--- src/rtl/load_align_if.sv ---
// Load unit bus bundle: request, data-memory port and result channels.
// slave = load unit side, master = pipeline/memory side.
interface load_align_if #(
  parameter int ADDR_W = 64,
  parameter int RD_W   = 5
);
  logic              req_valid;
  logic              req_ready;
  logic [ADDR_W-1:0] req_addr;
  logic [2:0]        req_width;
  logic [RD_W-1:0]   req_rd;
  logic              mem_req_valid;
  logic              mem_req_ready;
  logic [ADDR_W-1:0] mem_addr;
  logic              mem_resp_valid;
  logic [63:0]       mem_rdata;
  logic              ld_valid;
  logic              ld_ready;
  logic [63:0]       ld_data;
  logic [RD_W-1:0]   ld_rd;
  logic              ld_fault;

  modport slave (
    input  req_valid, req_addr, req_width, req_rd,
    output req_ready,
    output mem_req_valid, mem_addr,
    input  mem_req_ready, mem_resp_valid, mem_rdata,
    output ld_valid, ld_data, ld_rd, ld_fault,
    input  ld_ready
  );

  modport master (
    output req_valid, req_addr, req_width, req_rd,
    input  req_ready,
    input  mem_req_valid, mem_addr,
    output mem_req_ready, mem_resp_valid, mem_rdata,
    input  ld_valid, ld_data, ld_rd, ld_fault,
    output ld_ready
  );
endinterface

--- src/rtl/load_align_unit.sv ---
// Load lane extraction: aligned dword read, lane select, sign/zero extend.
// Define MISALIGN_TRAP_EN to fault misaligned lh/lw/ld instead of reading.
module load_align_unit #(
  parameter int ADDR_W = 64,
  parameter int RD_W   = 5
) (
  input  logic      clk,
  input  logic      rstn,
  load_align_if.slave bus
);
  typedef enum logic [1:0] {
    IDLE, REQ, WAIT, RESP
  } state_t;

  state_t            state_q, state_d;
  logic [ADDR_W-1:0] addr_q;
  logic [2:0]        width_q;
  logic [RD_W-1:0]   rd_q;
  logic [63:0]       data_q;
  logic              fault_q;
  logic              accept;
  logic              mis;

  logic [2:0]  o;
  logic        sz_d, sz_w, sz_h, sz_b, sgn;
  logic [31:0] w32;
  logic [15:0] h16;
  logic [7:0]  b8;
  logic [63:0] ext;

  assign accept = (state_q == IDLE) & bus.req_valid;

`ifdef MISALIGN_TRAP_EN
  logic [2:0] a_lo;
  assign a_lo = bus.req_addr[2:0];

  always_comb begin
    mis = 1'b0;
    unique case (bus.req_width)
      3'b001:         mis = |a_lo;
      3'b010, 3'b101: mis = |a_lo[1:0];
      3'b011, 3'b110: mis = a_lo[0];
      default:        mis = 1'b0;
    endcase
  end
`else
  assign mis = 1'b0;
`endif

  always_comb begin
    state_d = state_q;
    unique case (state_q)
      IDLE: if (bus.req_valid)
              state_d = (bus.req_width == 3'b000 || mis)
                        ? RESP : REQ;
      REQ:  if (bus.mem_req_ready)  state_d = WAIT;
      WAIT: if (bus.mem_resp_valid) state_d = RESP;
      RESP: if (bus.ld_ready)       state_d = IDLE;
      default:                      state_d = IDLE;
    endcase
  end

  always_ff @(posedge clk) begin
    if (!rstn) state_q <= IDLE;
    else       state_q <= state_d;
  end

  assign o    = addr_q[2:0];
  assign sz_d = (width_q == 3'b001);
  assign sz_w = (width_q == 3'b010) | (width_q == 3'b101);
  assign sz_h = (width_q == 3'b011) | (width_q == 3'b110);
  assign sz_b = (width_q == 3'b100) | (width_q == 3'b111);
  assign sgn  = (width_q == 3'b010) | (width_q == 3'b011)
              | (width_q == 3'b100);

  assign w32 = o[2] ? bus.mem_rdata[63:32]
                    : bus.mem_rdata[31:0];
  assign h16 = bus.mem_rdata[{o[2:1], 4'b0000} +: 16];
  assign b8  = bus.mem_rdata[{o, 3'b000} +: 8];

  always_comb begin
    ext = '0;
    unique case (1'b1)
      sz_d:    ext = bus.mem_rdata;
      sz_w:    ext = {{32{sgn & w32[31]}}, w32};
      sz_h:    ext = {{48{sgn & h16[15]}}, h16};
      sz_b:    ext = {{56{sgn & b8[7]}}, b8};
      default: ext = '0;
    endcase
  end

  // data_q is cleared on accept so width 000 and faults report zero
  always_ff @(posedge clk) begin
    if (!rstn) begin
      addr_q  <= '0;
      width_q <= '0;
      rd_q    <= '0;
      data_q  <= '0;
      fault_q <= 1'b0;
    end else begin
      if (accept) begin
        addr_q  <= bus.req_addr;
        width_q <= bus.req_width;
        rd_q    <= bus.req_rd;
        data_q  <= '0;
        fault_q <= mis;
      end
      if (state_q == WAIT && bus.mem_resp_valid)
        data_q <= ext;
    end
  end

  assign bus.req_ready     = (state_q == IDLE);
  assign bus.mem_req_valid = (state_q == REQ);
  assign bus.mem_addr      = {addr_q[ADDR_W-1:3], 3'b000};
  assign bus.ld_valid      = (state_q == RESP);
  assign bus.ld_data       = data_q;
  assign bus.ld_rd         = rd_q;
  assign bus.ld_fault      = fault_q;
endmodule

--- src/flat_wrapper.sv ---
// flat-port wrapper written by rule: the top's interface ports become plain ports
module load_align_unit_flat 
#(
  parameter int ADDR_W = 64,
  parameter int RD_W   = 5
)
  (clk, rstn, bus_req_valid, bus_req_addr, bus_req_width, bus_req_rd, bus_req_ready, bus_mem_req_valid, bus_mem_addr, bus_mem_req_ready, bus_mem_resp_valid, bus_mem_rdata, bus_ld_valid, bus_ld_data, bus_ld_rd, bus_ld_fault, bus_ld_ready);
  load_align_if #(.ADDR_W(ADDR_W), .RD_W(RD_W)) bus_i ();
  input  logic clk;
  input  logic rstn;
  input wire logic [$bits(bus_i.req_valid)-1:0] bus_req_valid;
  input wire logic [$bits(bus_i.req_addr)-1:0] bus_req_addr;
  input wire logic [$bits(bus_i.req_width)-1:0] bus_req_width;
  input wire logic [$bits(bus_i.req_rd)-1:0] bus_req_rd;
  output wire logic [$bits(bus_i.req_ready)-1:0] bus_req_ready;
  output wire logic [$bits(bus_i.mem_req_valid)-1:0] bus_mem_req_valid;
  output wire logic [$bits(bus_i.mem_addr)-1:0] bus_mem_addr;
  input wire logic [$bits(bus_i.mem_req_ready)-1:0] bus_mem_req_ready;
  input wire logic [$bits(bus_i.mem_resp_valid)-1:0] bus_mem_resp_valid;
  input wire logic [$bits(bus_i.mem_rdata)-1:0] bus_mem_rdata;
  output wire logic [$bits(bus_i.ld_valid)-1:0] bus_ld_valid;
  output wire logic [$bits(bus_i.ld_data)-1:0] bus_ld_data;
  output wire logic [$bits(bus_i.ld_rd)-1:0] bus_ld_rd;
  output wire logic [$bits(bus_i.ld_fault)-1:0] bus_ld_fault;
  input wire logic [$bits(bus_i.ld_ready)-1:0] bus_ld_ready;
  assign bus_i.req_valid = bus_req_valid;
  assign bus_i.req_addr = bus_req_addr;
  assign bus_i.req_width = bus_req_width;
  assign bus_i.req_rd = bus_req_rd;
  assign bus_req_ready = bus_i.req_ready;
  assign bus_mem_req_valid = bus_i.mem_req_valid;
  assign bus_mem_addr = bus_i.mem_addr;
  assign bus_i.mem_req_ready = bus_mem_req_ready;
  assign bus_i.mem_resp_valid = bus_mem_resp_valid;
  assign bus_i.mem_rdata = bus_mem_rdata;
  assign bus_ld_valid = bus_i.ld_valid;
  assign bus_ld_data = bus_i.ld_data;
  assign bus_ld_rd = bus_i.ld_rd;
  assign bus_ld_fault = bus_i.ld_fault;
  assign bus_i.ld_ready = bus_ld_ready;
  load_align_unit #(.ADDR_W(ADDR_W), .RD_W(RD_W)) u_core (.clk(clk), .rstn(rstn), .bus(bus_i));
endmodule
--- config.mk ---
export PLATFORM = sky130hd
export DESIGN_NAME = load_align_unit_flat
export DESIGN_NICKNAME = d
export VERILOG_FILES = /design/src/rtl/load_align_if.sv /design/src/rtl/load_align_unit.sv /design/src/flat_wrapper.sv
export SDC_FILE = /design/constraint.sdc
export NUM_CORES = 1
export LEC_CHECK = 0
export CAP_MARGIN = 20
export CORE_ASPECT_RATIO = 1.75
export CORE_MARGIN = 3
export CORE_UTILIZATION = 49
export CTS_BUF_LIST = sky130_fd_sc_hd__clkbuf_2 sky130_fd_sc_hd__clkbuf_4 sky130_fd_sc_hd__clkbuf_8
export CTS_CLUSTER_SIZE = 28
export DETAILED_ROUTE_END_ITERATION = 6
export GPL_ROUTABILITY_DRIVEN = 0
export PLACE_DENSITY_LB_ADDON = 0.3
export SYNTH_ARGS = -nofsm -noshare
export SYNTH_HDL_FRONTEND = slang
export SYNTH_SLANG_ARGS = --single-unit
--- constraint.sdc ---
create_clock -name clk -period 3.95 [get_ports clk]
set_clock_uncertainty 0.15 [all_clocks]
set_input_delay 0.79 -clock clk [delete_from_list [all_inputs] [get_ports clk]]
set_output_delay 0.79 -clock clk [all_outputs]
set_load 0.005 [all_outputs]
# Word-level counts from Yosys, hierarchy flattened
# Cells that the tools add are included.
# totals
reg_bits,138
inputBits,142
output_inout_bits,137
elab_cells,45
# classes
eq_ne,14
shifts,2
mux,10
bitwise,9
n_reduce_logical,5
# op_table
operator,n
$pmux W64 S4,1
$mux W64,2
$shiftx A64 B7 Y16,1
$shiftx A64 B7 Y8,1
$mux W32,1
$eq A3 B3 Y1 const B,4
$mux W2,5
$pmux W2 S4,1
$eq A3 B2 Y1 const B,2
$or A1 B1 Y1,5
$and A1 B1 Y1,4
$eq A2 B2 Y1 const B,2
$ne A2 B1 Y1 const B,2
$ne A2 B2 Y1 const B,2
$reduce_and A4 Y1,1
$eq A3 B1 Y1 const B,1
$logic_not A3 Y1,1
$eq A2 B1 Y1 const B,1
$logic_not A2 Y1,1
$reduce_bool A2 Y1,1
$logic_and A1 B1 Y1,1

# Depth between registers and ports, before layout
# Gate-level depths: netlist (run 1).
# depth
depth_word,6
mapped_depth,9
mapped_depth_nobuf,7

# Least setup slack after synthesis (run 1)
# OpenSTA, ideal clock, no wires.
# synth_timing
path_type,input to register
start,in bus_req_valid
end,"reg u_core.data_q[61], in the netlist u_core.bus.ld_data[61]"
setup_time_ns,0.080
arrival_ns,2.180
required_ns,3.720
setup_slack_ns,1.539
stages,7
path_buffers,3
cell_sequence,and2_1 -> clkbuf_1 -> a21oi_1 -> buf_2 -> clkbuf_1 -> a21oi_1 -> a211oi_2
# synth_between
elab_chain_len,2
# synth_lines
item,line,source
from (decl),flat_wrapper.sv:11,input wire logic [$bits(bus_i.req_valid)-1:0] bus_req_valid;
$and A1 B1 Y1,load_align_unit.sv:31,assign accept = (state_q == IDLE) & bus.req_valid;
$reduce_bool A2 Y1 (no source line),-,
to (signal assigned),load_align_unit.sv:109,data_q <= ext;
to (decl),load_align_unit.sv:19,logic [63:0] data_q;
# No other way between the ends.
# A chain may end at the register's enable or synchronous reset.

# Worst setup path in the final report (run 1)
# layout_timing
start,in bus_mem_rdata[63]
end,"reg u_core.data_q[46], in the netlist u_core.bus.ld_data[46]"
# layout_between
elab_chain_len,4
elab_cells_between_ends,8
cone_classes,shift (2); mux (3); bitwise (3)
# layout_lines
item,line,source
from (decl),flat_wrapper.sv:20,input wire logic [$bits(bus_i.mem_rdata)-1:0] bus_mem_rdata;
"$shiftx A64 B7 Y8, or another cell as far along",load_align_unit.sv:79,"assign b8 = bus.mem_rdata[{o, 3'b000} +: 8];"
"$and A1 B1 Y1, on equally long branches","load_align_unit.sv:87, load_align_unit.sv:85, load_align_unit.sv:86",
$pmux W64 S4 *,load_align_unit.sv:83,unique case (1'b1)
$mux W64 *,load_align_unit.sv:108,if (state_q == WAIT && bus.mem_resp_valid)
# Mark *: on every way between the ends. The rest lies on a longest branch, timed or not.

==> impl.org, run 1 <==
** Worst setup path
- Setup slack, reg-to-reg :: 1.18 ns
- Stage delay of the slowest cell on the critical path :: roughly 0.55 ns
- The worst setup path is captured at a flop.
- The worst setup path is of the input pin to flop kind.
- Critical path required time :: 4.11 ns
- Data on the critical path arrives at its endpoint at 2.94 ns.
- Startpoint types :: input pin
- Maximum net fanout on the critical path :: 32
- Register-to-Register Path Depth :: 6
- The signal on the critical path passes through clkdlybuf4s50_1 > mux4_2 > nand3_1 > o21a_1 > o21a_4 > a211oi_2.
- Highest-delay cell along the critical path :: sky130_fd_sc_hd__o21a_4

** Finish
- Cells with a size suffix above 1 make up between 10% and 20% of the layout.
- Compared with the post-synthesis result, the final layout area differs by 37.6%.
- Antenna diodes :: 0
- Most frequent standard cell in the layout excluding fill and tap cells :: sky130_fd_sc_hd__clkdlybuf4s50_1
- The multi-input combinational cells in the finished layout cover a total of 3590 µm².
- Top library cells by usage in the layout, fill and taps aside :: sky130_fd_sc_hd__clkdlybuf4s50_1, sky130_fd_sc_hd__nand2_1, sky130_fd_sc_hd__dfxtp_1
- Summing all flip-flop and latch instances after layout gives about 2800 µm².
- Fill cells in the final layout number 1093.
- Layout Nets :: 1128

** Synth
- After synthesis, the netlist uses 43 different library cells.
- Yosys mapped a number of flops with a built-in enable equal to 0.
- Sequential cell area fraction in the yosys report :: 38.6%
- Counting flops with an async set or reset pin after synthesis yields a share of 0%.
- The most used flip-flop cell after synthesis is sky130_fd_sc_hd__dfxtp_1.
- Post-synthesis cell type with the largest combined area :: sky130_fd_sc_hd__dfxtp_1
- Count of mapped cells out of synthesis :: 810
- After synthesis, the cell types taking the most area are sky130_fd_sc_hd__dfxtp_1, sky130_fd_sc_hd__a21oi_1, sky130_fd_sc_hd__nand2_1, sky130_fd_sc_hd__buf_4, sky130_fd_sc_hd__a211oi_2.
- During synthesis, Yosys emitted a total of 0 warnings.
- Averaged over all synthesized cells, the footprint is between 8 and 9 µm².
- Summing every instance area after synthesis gives 7160 µm².
- Yosys top cell area share :: 38.6%
- After synthesis the netlist holds a flip-flop and latch count of 138.

** Timing
- The final count of pins violating max slew is 0.
- RSZ-0062 raised after global routing :: no
- Setup violations remaining at the end of the flow were counted as 0.
- The number of endpoints with negative hold slack in the final report is 0.
- The routed design could run at a clock period as short as 2.79 ns.
- Timing would allow up to 359 MHz.
- Total Negative Setup Slacks :: 0 ns
- For the pin with the worst max-slew slack, the measured transition is roughly 1 ns.
- Min setup slack post-route :: 1.16 ns
- After layout, the worst path uses around 71% of the clock period.
- In this run the tightest slew margin relative to its limit is 33.3%.

** Power and ir drop
- Clock network fraction of total power :: around 27%
- Net switching power :: 1550 µW
- Summed over all cells, the static leakage comes to 0.00331 µW.
- Sequential cells account for between 30% and 40% of the total power.
- Dividing total power by cell area gives a power density of 444 nW/µm².
- Combinational share of power :: between 30% and 40%
- Internal portion of total power :: 2830 µW
- Worst vdd ir :: ~0.34 mV
- Net switching is about 35% of the power.

** Clocking
- Clock buffers created by TritonCTS :: 17
- After clock tree synthesis, the repair step resized 0 gates.
- The tree is rooted in a sky130_fd_sc_hd__clkbuf_8.
- TritonCTS built the clock tree.
- Clock latency on the worst-skew pair, taken at its later pin, is about 0.44 ns.
- Post-CTS Setup Inserts :: 0
- Buffers inserted to repair hold after CTS numbered 0.
- The clock tree synthesis step divided the H-tree into 4 levels.
- Clock sink total :: roughly 140
- Maximum buffer depth of the clock tree :: 2
- Clock input transition at the sequential cells of the worst setup and hold paths :: 0.08 ns

** Die
- The initialized floorplan defines 57 standard-cell rows.
- about 280 I/O pins were placed.
- Floorplan die width :: 97.4 µm
- Die ar. :: 16200 µm²
- Placeable Area :: 14100 µm²
- For this configuration, the core starts out at a cell density of ~50%.
- Floorplan die height :: 166 µm

** GRT
- Via count of the first global-routing pass :: 6614
- In the global route stage, overall resource usage came out at 27.8%.
- The initial antenna violation count came to 0.
- Global routing finished with a remaining overflow of 0.
- Entering global routing, the biggest net connects 79 pins.
- First-pass GRT wire length :: 36000 µm

** Worst hold path
- Count of cells along the worst hold path :: 2
- Hold/Removal Path Class :: flop to flop

** Detailed routing
- DR vias/cell :: roughly 5.8
- After detailed routing, the number of remaining DRC violations is 0.
- Antenna Violating Nets Remaining :: 0
- Summing over every cut layer, the via total after detailed routing is 6829.
- Number of iterations in the first detailed-routing pass :: 5
- In this run, the number of DRC markers left after iteration 0 of detailed routing was 522.
- After detailed routing, the average wire length per cell comes to 19.7 µm.
- Summed over all layers, the routed wires come to 23000 µm.

** Placed design
- Timing analysis after detailed placement gives a worst setup slack of 0.734 ns.
- Port buffering added 274 buffers.
- The HPWL after detailed placement is 16600 µm.

** Run status
- Result of the run :: finished, final reports clean

** Flow run
- Maxcap violations :: 0
through the flow:
| step | std cells | total power (µW) | hold WS, ns | util, % | instance area, µm² |
|---|---|---|---|---|---|
| floorplan | 813 | 2690 | 0.287 | - | 7170 |
| global placement | 1140 | 3190 | 0.290 | 67.0 | 9460 |
| detailed placement | 1140 | 3210 | 0.289 | 67.0 | 9460 |
| CTS | 1171 | 4390 | 0.305 | 69.8 | 9860 |
| global route | 1171 | 4600 | 0.323 | 69.8 | 9860 |
| finish | 1171 | 4370 | 0.305 | 69.8 | 9860 |
synth_stat cells (2+ instances only):
master                     instances
sky130_fd_sc_hd__and2_1            4
sky130_fd_sc_hd__nor2_1            7
sky130_fd_sc_hd__a21oi_1         136
sky130_fd_sc_hd__mux2i_1          29
sky130_fd_sc_hd__a22oi_1          39
sky130_fd_sc_hd__a211oi_2         30
sky130_fd_sc_hd__a32oi_1           4
sky130_fd_sc_hd__o221a_2           4
sky130_fd_sc_hd__clkbuf_1         51
sky130_fd_sc_hd__a31oi_1           5
sky130_fd_sc_hd__nor3_1            7
sky130_fd_sc_hd__mux2_2           18
sky130_fd_sc_hd__ha_1              4
sky130_fd_sc_hd__nor2b_1           4
sky130_fd_sc_hd__nand2b_1          2
sky130_fd_sc_hd__and3_1            2
sky130_fd_sc_hd__o21a_1            2
sky130_fd_sc_hd__nand2_1         155
sky130_fd_sc_hd__buf_4            66
sky130_fd_sc_hd__nand3_1           2
sky130_fd_sc_hd__a222oi_1         16
sky130_fd_sc_hd__buf_2            13
sky130_fd_sc_hd__inv_1             8
sky130_fd_sc_hd__mux4_2           11
sky130_fd_sc_hd__buf_6             5
sky130_fd_sc_hd__a221oi_1          4
sky130_fd_sc_hd__a22o_1           11
sky130_fd_sc_hd__a211oi_1          3
sky130_fd_sc_hd__dfxtp_1         138
sky130_fd_sc_hd__o22ai_1           2
sky130_fd_sc_hd__a21o_1            7
sky130_fd_sc_hd__a221o_1          10
cell families (layout without fill, tap and decap cells):
| logic type | count (synthesis) | in the layout | share of synthesized area (%) |
|---|---|---|---|
| mux | 58 | 58 | 10.3 |
| xor+xnor | 1 | 1 | 0.122 |
| flops | 138 | 138 | 38.6 |
| fa+ha+maj | 5 | 5 | 0.839 |
| compound gates | 277 | 277 | 27.9 |
| other cells | 1 | 4 | 0.0524 |
| buf+inv | 144 | 325 | 11.8 |
| simple gates | 186 | 186 | 10.4 |
sequential cells by signal (all words and copies together) (netlist names):
name,count
u_core.addr_q,64
u_core.bus.ld_data,64
u_core.bus.ld_rd,5
u_core.state_q,2
u_core.width_q,3
worst max-delay path: cells and delay by family:
kind,cells,cell delay (ns)
AO/OA/AOI/OAI,3,1.01
buffers and inverters,1,0.51
multiplexers,1,0.52
AND/OR/NAND/NOR,1,0.10
layer usage:
metal	vias up	global-route usage [%]	share of wire, %
met5	-	0	0
met3	60	7.40	8.7
met4	0	16.6	5.9
met2	368	47.0	50
li1	3211	-	-
met1	3190	31.0	35
layout make-up:
type                       instances  share of cell area (%)
tap                              177                    2.25
timing repair buffer             286                    29.0
clock buffer                      19                    2.59
clock inverter                    12                    1.41
inverter                           8                   0.330
multi-input combinational        531                    36.4
sequential                       138                    28.0
worst paths after layout:
kind | startpoint | end
setup reg to reg | u_core.addr_q[1] | u_core.bus.ld_data[9]
hold reg to reg | u_core.addr_q[41] | u_core.addr_q[41]
setup / recovery | bus_mem_rdata[63] | u_core.bus.ld_data[46]
hold / removal | u_core.addr_q[41] | u_core.addr_q[41]
power groups by stage:
stage / clock network, µW / registers (µW) / logic [µW]
4_1_cts: 1200 / 1640 / 1550
3_3_place_gp: 0 / 1670 / 1520
5_1_grt: 1250 / 1670 / 1680
2_1_floorplan: 0 / 1620 / 1080
3_5_place_dp: 0 / 1680 / 1530
6_report: 1180 / 1640 / 1550
(Power assumes the default switching activity.)
==> run 2: changes to the inputs <==
Settings changed: CORE_UTILIZATION 49 to 41.
Clock period 3.95 ns to 2.3 ns, I/O delays scaled along.
==> impl.org, run 2 (same netlist as run 1, synthesis figures left out) <==
** Detailed routing
- The post-route antenna net violation count came to 0 (unchanged).
- The mean number of vias per cell was 5.55 (-4.8%).
- The routed length per placed instance came to 19.8 µm (+0.53%).
- The number of optimization iterations in the first detailed-route pass is 7 (+2).
- Final Routed Wirelength :: 25200 µm (+9.3%)
- Number of design-rule violations left by the first detailed-router iteration :: 380 (-27%)
- Total number of vias :: 7066 (+3.5%)
- Detailed-route DRC error count :: 1 (+1)

** Timing
- The worst-margin pin slew came to 0.739 ns (-0.261 ns).
- Min setup slack post-route :: 0.0845 ns (-1.08 ns)
- The final critical path takes up between 90 and 100% of the cycle.
- Setup repair after global routing left no endpoint under its margin.
- Minimum clock period after layout :: 2.22 ns
- The final-report setup violation count came to 0 (unchanged).
- The final count of pins violating max slew was 0 (unchanged).
- Slew headroom :: 50.7% (+17 points)
- Fmax achieved :: 451 MHz
- Total count of hold-check failures in the final report :: 0 (unchanged)

** Worst setup path
- Launch instance of the worst register-to-register path :: u_core.addr_q[1]
- Setup slack, reg-to-reg :: 0.08 ns (-1.10 ns)
- The data required time of the worst path is 2.47 ns (-1.64 ns).
- The maximum fanout along the worst path is 16 (-50%).
- The worst setup path is launched from a flop.
- Worst reg2reg endpoint :: u_core.bus.ld_data[62]
- Register-to-Register Path Depth :: 6 (unchanged)
- The setup path with the least slack is of type flop to flop.
- STA classifies the critical path endpoint as a flop.
- Data arrival, critical path :: 2.38 ns (-0.56 ns)

** Die
- The width of the die came to 106 µm (+8.7%).
- The area of the core is 17000 µm² (+21%).
- Cell row count :: 63 (+11%)
- The starting utilization of the core area is 42.1% (-8.7 points).
- The height of the chip is 181 µm (+9.0%).
- Die ar. :: 19200 µm² (+19%)
- Number of top-level pins :: 279 (unchanged)

** Power and ir drop
- The internal power of the cells came to 5240 µW (+85%).
- Pwr Total :: 8020 µW (+83%)
- Share of power burned in registers :: 34.5% (-3.1 points)
- The switching power summed over all nets came to 2780 µW (+79%).
- The switching power as a share of total power came to 34.7% (-0.76 points).
- The proportion of power drawn by combinational gates came to 38.8% (+3.4 points).
- Power per cell area :: 767 nW/µm² (+73%)
- The relative contribution of the clock network to total power was 26.7% (-0.3 points).
- Pleak :: 0.00361 µW (+9.0%)
- The largest vdd supply drop is 0.609 mV (+79%).

** Clocking
- TritonCTS clock tree :: yes
- Worst-skew pair later-pin latency :: 0.45 ns (about the same)
- The number of sinks on the clock net came to 138 (unchanged).
- Clock input transition at the sequential cells of the worst setup and hold paths :: 0.08 ns (about the same)
- Clock H-tree levels :: 4 (unchanged)
- Clock buffers created by TritonCTS :: 17 (unchanged)
- Clock root buffer :: sky130_fd_sc_hd__clkbuf_8
- Maximum buffer depth of the clock tree :: 2 (unchanged)
- Number of hold buffers added after CTS :: 0 (unchanged)

** Finish
- Most frequent standard cell in the layout excluding fill and tap cells :: sky130_fd_sc_hd__clkdlybuf4s50_1
- The layout filler cell count was 1494 (+37%).
- From synthesis to final layout, the design area changed by 46.1%.
- The library cells used most frequently in the layout, excluding fill and tap cells, are sky130_fd_sc_hd__clkdlybuf4s50_1, sky130_fd_sc_hd__nand2_1, sky130_fd_sc_hd__dfxtp_1.
- Layout cells sized above 1 :: 16.3% (+4.7 points)
- The summed area of non-filler cells in the final layout came to 10500 µm² (+6.1%).
- The total number of nets in the final design was 1178 (+4.4%).

** GRT
- The global-route wire length before repair was 39000 µm (+8.2%).
- The initial antenna violation count was 1 (+1).
- Maximum number of pins on one net before global-route repair :: 73 (-7.6%)
- The overall track demand over capacity in global routing was 25.9% (-1.9 points).
- The remaining global-route overflow was 0 (unchanged).
- Via count of the first global-routing pass :: 6947 (+5.0%)

** Run status
- The checks that failed: DRC.
- Result of the run :: complete, but fails checks

** Worst hold path
- Hold/Removal Path Class :: flop to flop
- Hold path startpoint :: u_core.addr_q[50]
- Worst hold endpoint :: u_core.addr_q[50]
- Count of cells along the worst hold path :: 2 (unchanged)

** Placed design
- The instance area after placement came to 9950 µm² (+5.2%).
- The number of port buffers was 274 (unchanged).
- The pre-CTS setup slack came to -0.515 ns (-1.25 ns).
- The half-perimeter wire length after detailed placement was 18600 µm (+12%).

** Flow run
- The number of max-capacitance violations reported was 0 (unchanged).
-- run 2: what timing repair did --
item,CTS,global route
resized for setup,4,4
gates cloned,1,0
endpoints found under the setup margin,35,44
pin swaps,0,0
buffers inserted,0,4
-- run 2: stage by stage --
stage | hold WS (ns) | utilization (%) | setup TNS [ns] | cells
floorplan | 0.287 | - | -0.262 | 813
global placement | 0.285 | 58.4 | -20.36 | 1235
detailed placement | 0.290 | 58.4 | -22.89 | 1235
CTS | 0.307 | 61.1 | 0 | 1268
global route | 0.321 | 61.4 | 0 | 1273
finish | 0.305 | 61.4 | 0 | 1273
-- run 2: worst max-delay path by stage --
stage,depth (start not counted),startpoint,endpoint,slack [ns]
floorplan,9,u_core.state_q[0],u_core.bus.ld_data[61],-0.01
global placement,6,bus_mem_rdata[39],u_core.bus.ld_data[62],-0.44
detailed placement,6,bus_mem_rdata[39],u_core.bus.ld_data[62],-0.51
CTS,3,u_core.state_q[0],bus_req_ready,0.007
global route,3,u_core.state_q[0],bus_req_ready,0.002
finish,6,u_core.addr_q[1],u_core.bus.ld_data[62],0.08
-- run 2: power by group through the flow --
stage | Clock [µW] | Combinational (µW) | Sequential (µW)
2_1_floorplan | 0 | 1850 | 2780
3_3_place_gp | 0 | 2990 | 2810
3_5_place_dp | 0 | 3010 | 2820
4_1_cts | 2200 | 3070 | 2760
5_1_grt | 2280 | 3380 | 2800
6_report | 2140 | 3110 | 2760
-- run 2: worst max-delay path, stage by stage (launching register included) --
cell and delay, ns:
sky130_fd_sc_hd__dfxtp_1 0.38, sky130_fd_sc_hd__buf_12 0.17, sky130_fd_sc_hd__mux4_2 0.52, sky130_fd_sc_hd__nand3_1 0.12, sky130_fd_sc_hd__o21a_2 0.25, sky130_fd_sc_hd__o21a_4 0.35
sky130_fd_sc_hd__a211oi_1 0.12
-- run 2: cell type report --
type / instances / area, µm² / area share, %
diodes: 1 / 2.50 / 0.0239
clock buffers: 18 / 248 / 2.37
clock inverters: 14 / 171 / 1.64
inverters: 8 / 32.5 / 0.311
multi-input cells: 532 / 3620 / 34.6
flip-flops and latches: 138 / 2760 / 26.4
well taps: 227 / 284 / 2.72
repair buffers: 335 / 3340 / 31.9
-- run 2: per-layer routing --
metal	track usage [%]	share of wire, %
met3	7.58	8.8
met2	44.9	51
met4	16.1	5.8
met1	27.3	34
met5	0	0
==> run 3: changes to the inputs <==
Settings changed: GPL_ROUTABILITY_DRIVEN 0 to 1, GPL_TIMING_DRIVEN set to 0.
==> impl.org, run 3 (same netlist as run 1, synthesis figures left out) <==
** Worst setup path
- Cell seen most often among critical-path stages :: sky130_fd_sc_hd__buf_6
- The largest incremental delay on the critical path came to 0.54 ns (+0.02 ns).
- Maximum net fanout on the critical path :: 10 (-6)
- Start-to-end type of the worst setup path :: input pin to flop
- The arrival time at the worst endpoint was 2.49 ns (+0.11 ns).
- Cell family with the largest share of critical-path delay :: buffers and inverters
- Timing startpoint of the critical path :: bus_mem_rdata[7]
- Kind of end point of the critical path :: flop
- Critical path required time :: 2.52 ns (+0.05 ns)
- Walking the worst path, the cells encountered are clkdlybuf4s50_1 > mux2i_1 > mux4_2 > o21a_1 > buf_6 > o21a_4 > buf_6 > a211oi_2.
- Buffers and inverters on the worst path :: 3 (+2)
- Startpoint types :: input pin
- The slowest stage of the critical path belongs to the cell sky130_fd_sc_hd__clkdlybuf4s50_1.
- The worst register-to-register path begins at u_core.width_q[2].

** Clocking
- TritonCTS clock tree :: yes
- The number of buffers added to fix hold violations after cts was 0 (unchanged).
- Clock buffers created by TritonCTS :: 17 (unchanged)
- Clock sink total :: 138 (unchanged)
- Clock root buffer :: sky130_fd_sc_hd__clkbuf_8
- The depth of the CTS H-tree is 4 (unchanged).
- Worst-skew pair later-pin latency :: 0.44 ns (about the same)
- The clock slew at the register clock pins of the worst setup and hold paths came to 0.09 ns (about the same).
- Maximum buffer depth of the clock tree :: 2 (unchanged)

** Finish
- In the layout the commonest cells are sky130_fd_sc_hd__clkdlybuf4s50_1, sky130_fd_sc_hd__nand2_1, sky130_fd_sc_hd__dfxtp_1.
- Area delta synth->final :: 49.9%
- The multi-input combinational cell area was 3630 µm² (+0.35%).
- Layout cells sized above 1 :: 19.9% (+3.7 points)
- Non-Filler Instances :: 1350 (+6.0%)
- Layout Nets :: 1256 (+6.6%)
- The register area came to 2770 µm² (about the same).
- The final antenna diode count came to 0 (-1).
- Leaving out fill and tap cells, the most frequent cell in the layout is sky130_fd_sc_hd__clkdlybuf4s50_1.
- Number of filler instances in the final layout :: 1474 (-1.3%)

** Die
- Floorplan die height :: 181 µm (unchanged)
- The area enclosed by the die boundary is 19200 µm² (unchanged).
- The number of rows created at floorplan is 63 (unchanged).
- Number of top-level pins :: 279 (unchanged)
- The width of the die is 106 µm (unchanged).
- The starting utilization of the core area was 42.1% (unchanged).
- Placeable Area :: 17000 µm² (unchanged)

** Power and ir drop
- The largest vdd supply drop came to 0.603 mV (-0.93%).
- Power per cell area :: 748 nW/µm² (-2.4%)
- Pleak :: 0.00387 µW (+7.2%)

** Detailed routing
- Number of design-rule violations left by the first detailed-router iteration :: 360 (-5.3%)
- The post-route antenna net violation count was 0 (unchanged).
- Detailed-route DRC error count :: 0 (-1)
- The number of optimization iterations in the first detailed-route pass is 5 (-2).
- The routed length per placed instance was 19.5 µm (-1.6%).
- Final Routed Wirelength :: 26300 µm (+4.4%)
- DR vias/cell :: 5.44 (-2.1%)
- The via count came to 7339 (+3.9%).

** GRT
- Global Route Usage Sum :: 26.9% (+0.99 points)
- Maximum number of pins on one net before global-route repair :: 17 (-77%)
- First-pass GRT wire length :: 40200 µm (+3.3%)
- Grt total ovfl :: 0 (unchanged)
- Number of antenna violations at the first check in global routing :: 0 (-1)
- The number of global-route vias before repair was 7405 (+6.6%).

** Timing
- The number of endpoints with negative hold slack in the final report was 0 (unchanged).
- The minimum period implied by the final worst setup slack was 2.27 ns (+0.0556 ns).
- The maximum operating frequency was 440 MHz (-2.4%).
- Final hold slack :: 0.305 ns (-0.0000510 ns)
- Transition time of the tightest slew-check pin :: 0.750 ns (+0.0109 ns)
- The final period utilization was 98.7% (+2.4 points).
- Slew headroom :: 50.0% (-0.73 points)
- Final Setup Violations :: 0 (unchanged)
- The final count of pins violating max slew came to 0 (unchanged).

** Placed design
- Post-Place Cells :: 1314 (+6.4%)
- The number of port buffers came to 274 (unchanged).
- The half-perimeter wire length after detailed placement was 20500 µm (+9.8%).
- At the end of routability-driven placement, the weighted congestion stood at 0.950.

** Worst hold path
- Hold/Removal Path Class :: flop to flop
- The startpoint identified for the worst hold timing path is u_core.bus.ld_data[14].

** Run status
- Result of the run :: finished, final reports clean

** Flow run
- The number of max-capacitance violations reported was 0 (unchanged).
## run 3: layout make-up
class / instances / area share (%)
plain buffers: 135 / 8.09
clock buffers: 18 / 2.25
clock inverters: 14 / 1.27
inverters: 8 / 0.280
multi-input cells: 531 / 33.9
flip-flops and latches: 138 / 25.8
well taps: 227 / 2.65
repair buffers: 279 / 25.9
## run 3: worst paths after layout
kind | end | slack, ns | cells after the start
hold reg to reg | u_core.bus.ld_data[14] | 0.31 | 1
hold / removal | u_core.bus.ld_data[14] | 0.31 | 1
setup reg to reg | u_core.bus.ld_data[13] | 0.05 | 6
setup / recovery | u_core.bus.ld_data[46] | 0.03 | 8
## run 3: timing repair
item | in CTS | in global routing
setup buffers | 2 | 2
endpoints found under the setup margin | 65 | 63
pin swaps | 0 | 1
gates resized for setup | 33 | 39
cloned | 0 | 1
## run 3: per-layer routing
layer | vias to the layer above | part of all wire [%] | track usage, %
li1 | 3475 | - | -
met1 | 3393 | 34 | 26.5
met2 | 386 | 51 | 47.6
met3 | 85 | 8.8 | 8.33
met4 | 0 | 6.8 | 18.4
met5 | - | 0 | 0
## run 3: stage by stage
step / cell area [µm²] / util (%) / power, µW / setup TNS, ns / worst slack [ns]
after floorplan: 7170 / - / 4630 / -0.262 / -0.0125
after global placement: 10200 / 59.9 / 5880 / -60.48 / -1.08
after detailed placement: 10200 / 59.9 / 5910 / -63.26 / -1.10
after CTS: 10700 / 62.6 / 8000 / 0 / 0.000418
after global routing: 10700 / 63.0 / 8460 / -0.0177 / -0.0177
final: 10700 / 63.0 / 8030 / 0 / 0.0289
## run 3: report_power, final
part           switching (µW)  internal [µW]  total (µW)
Combinational            1700           1570        3280
Clock                    1100            894        1990
Sequential                139           2620        2760
Total                    2940           5090        8030
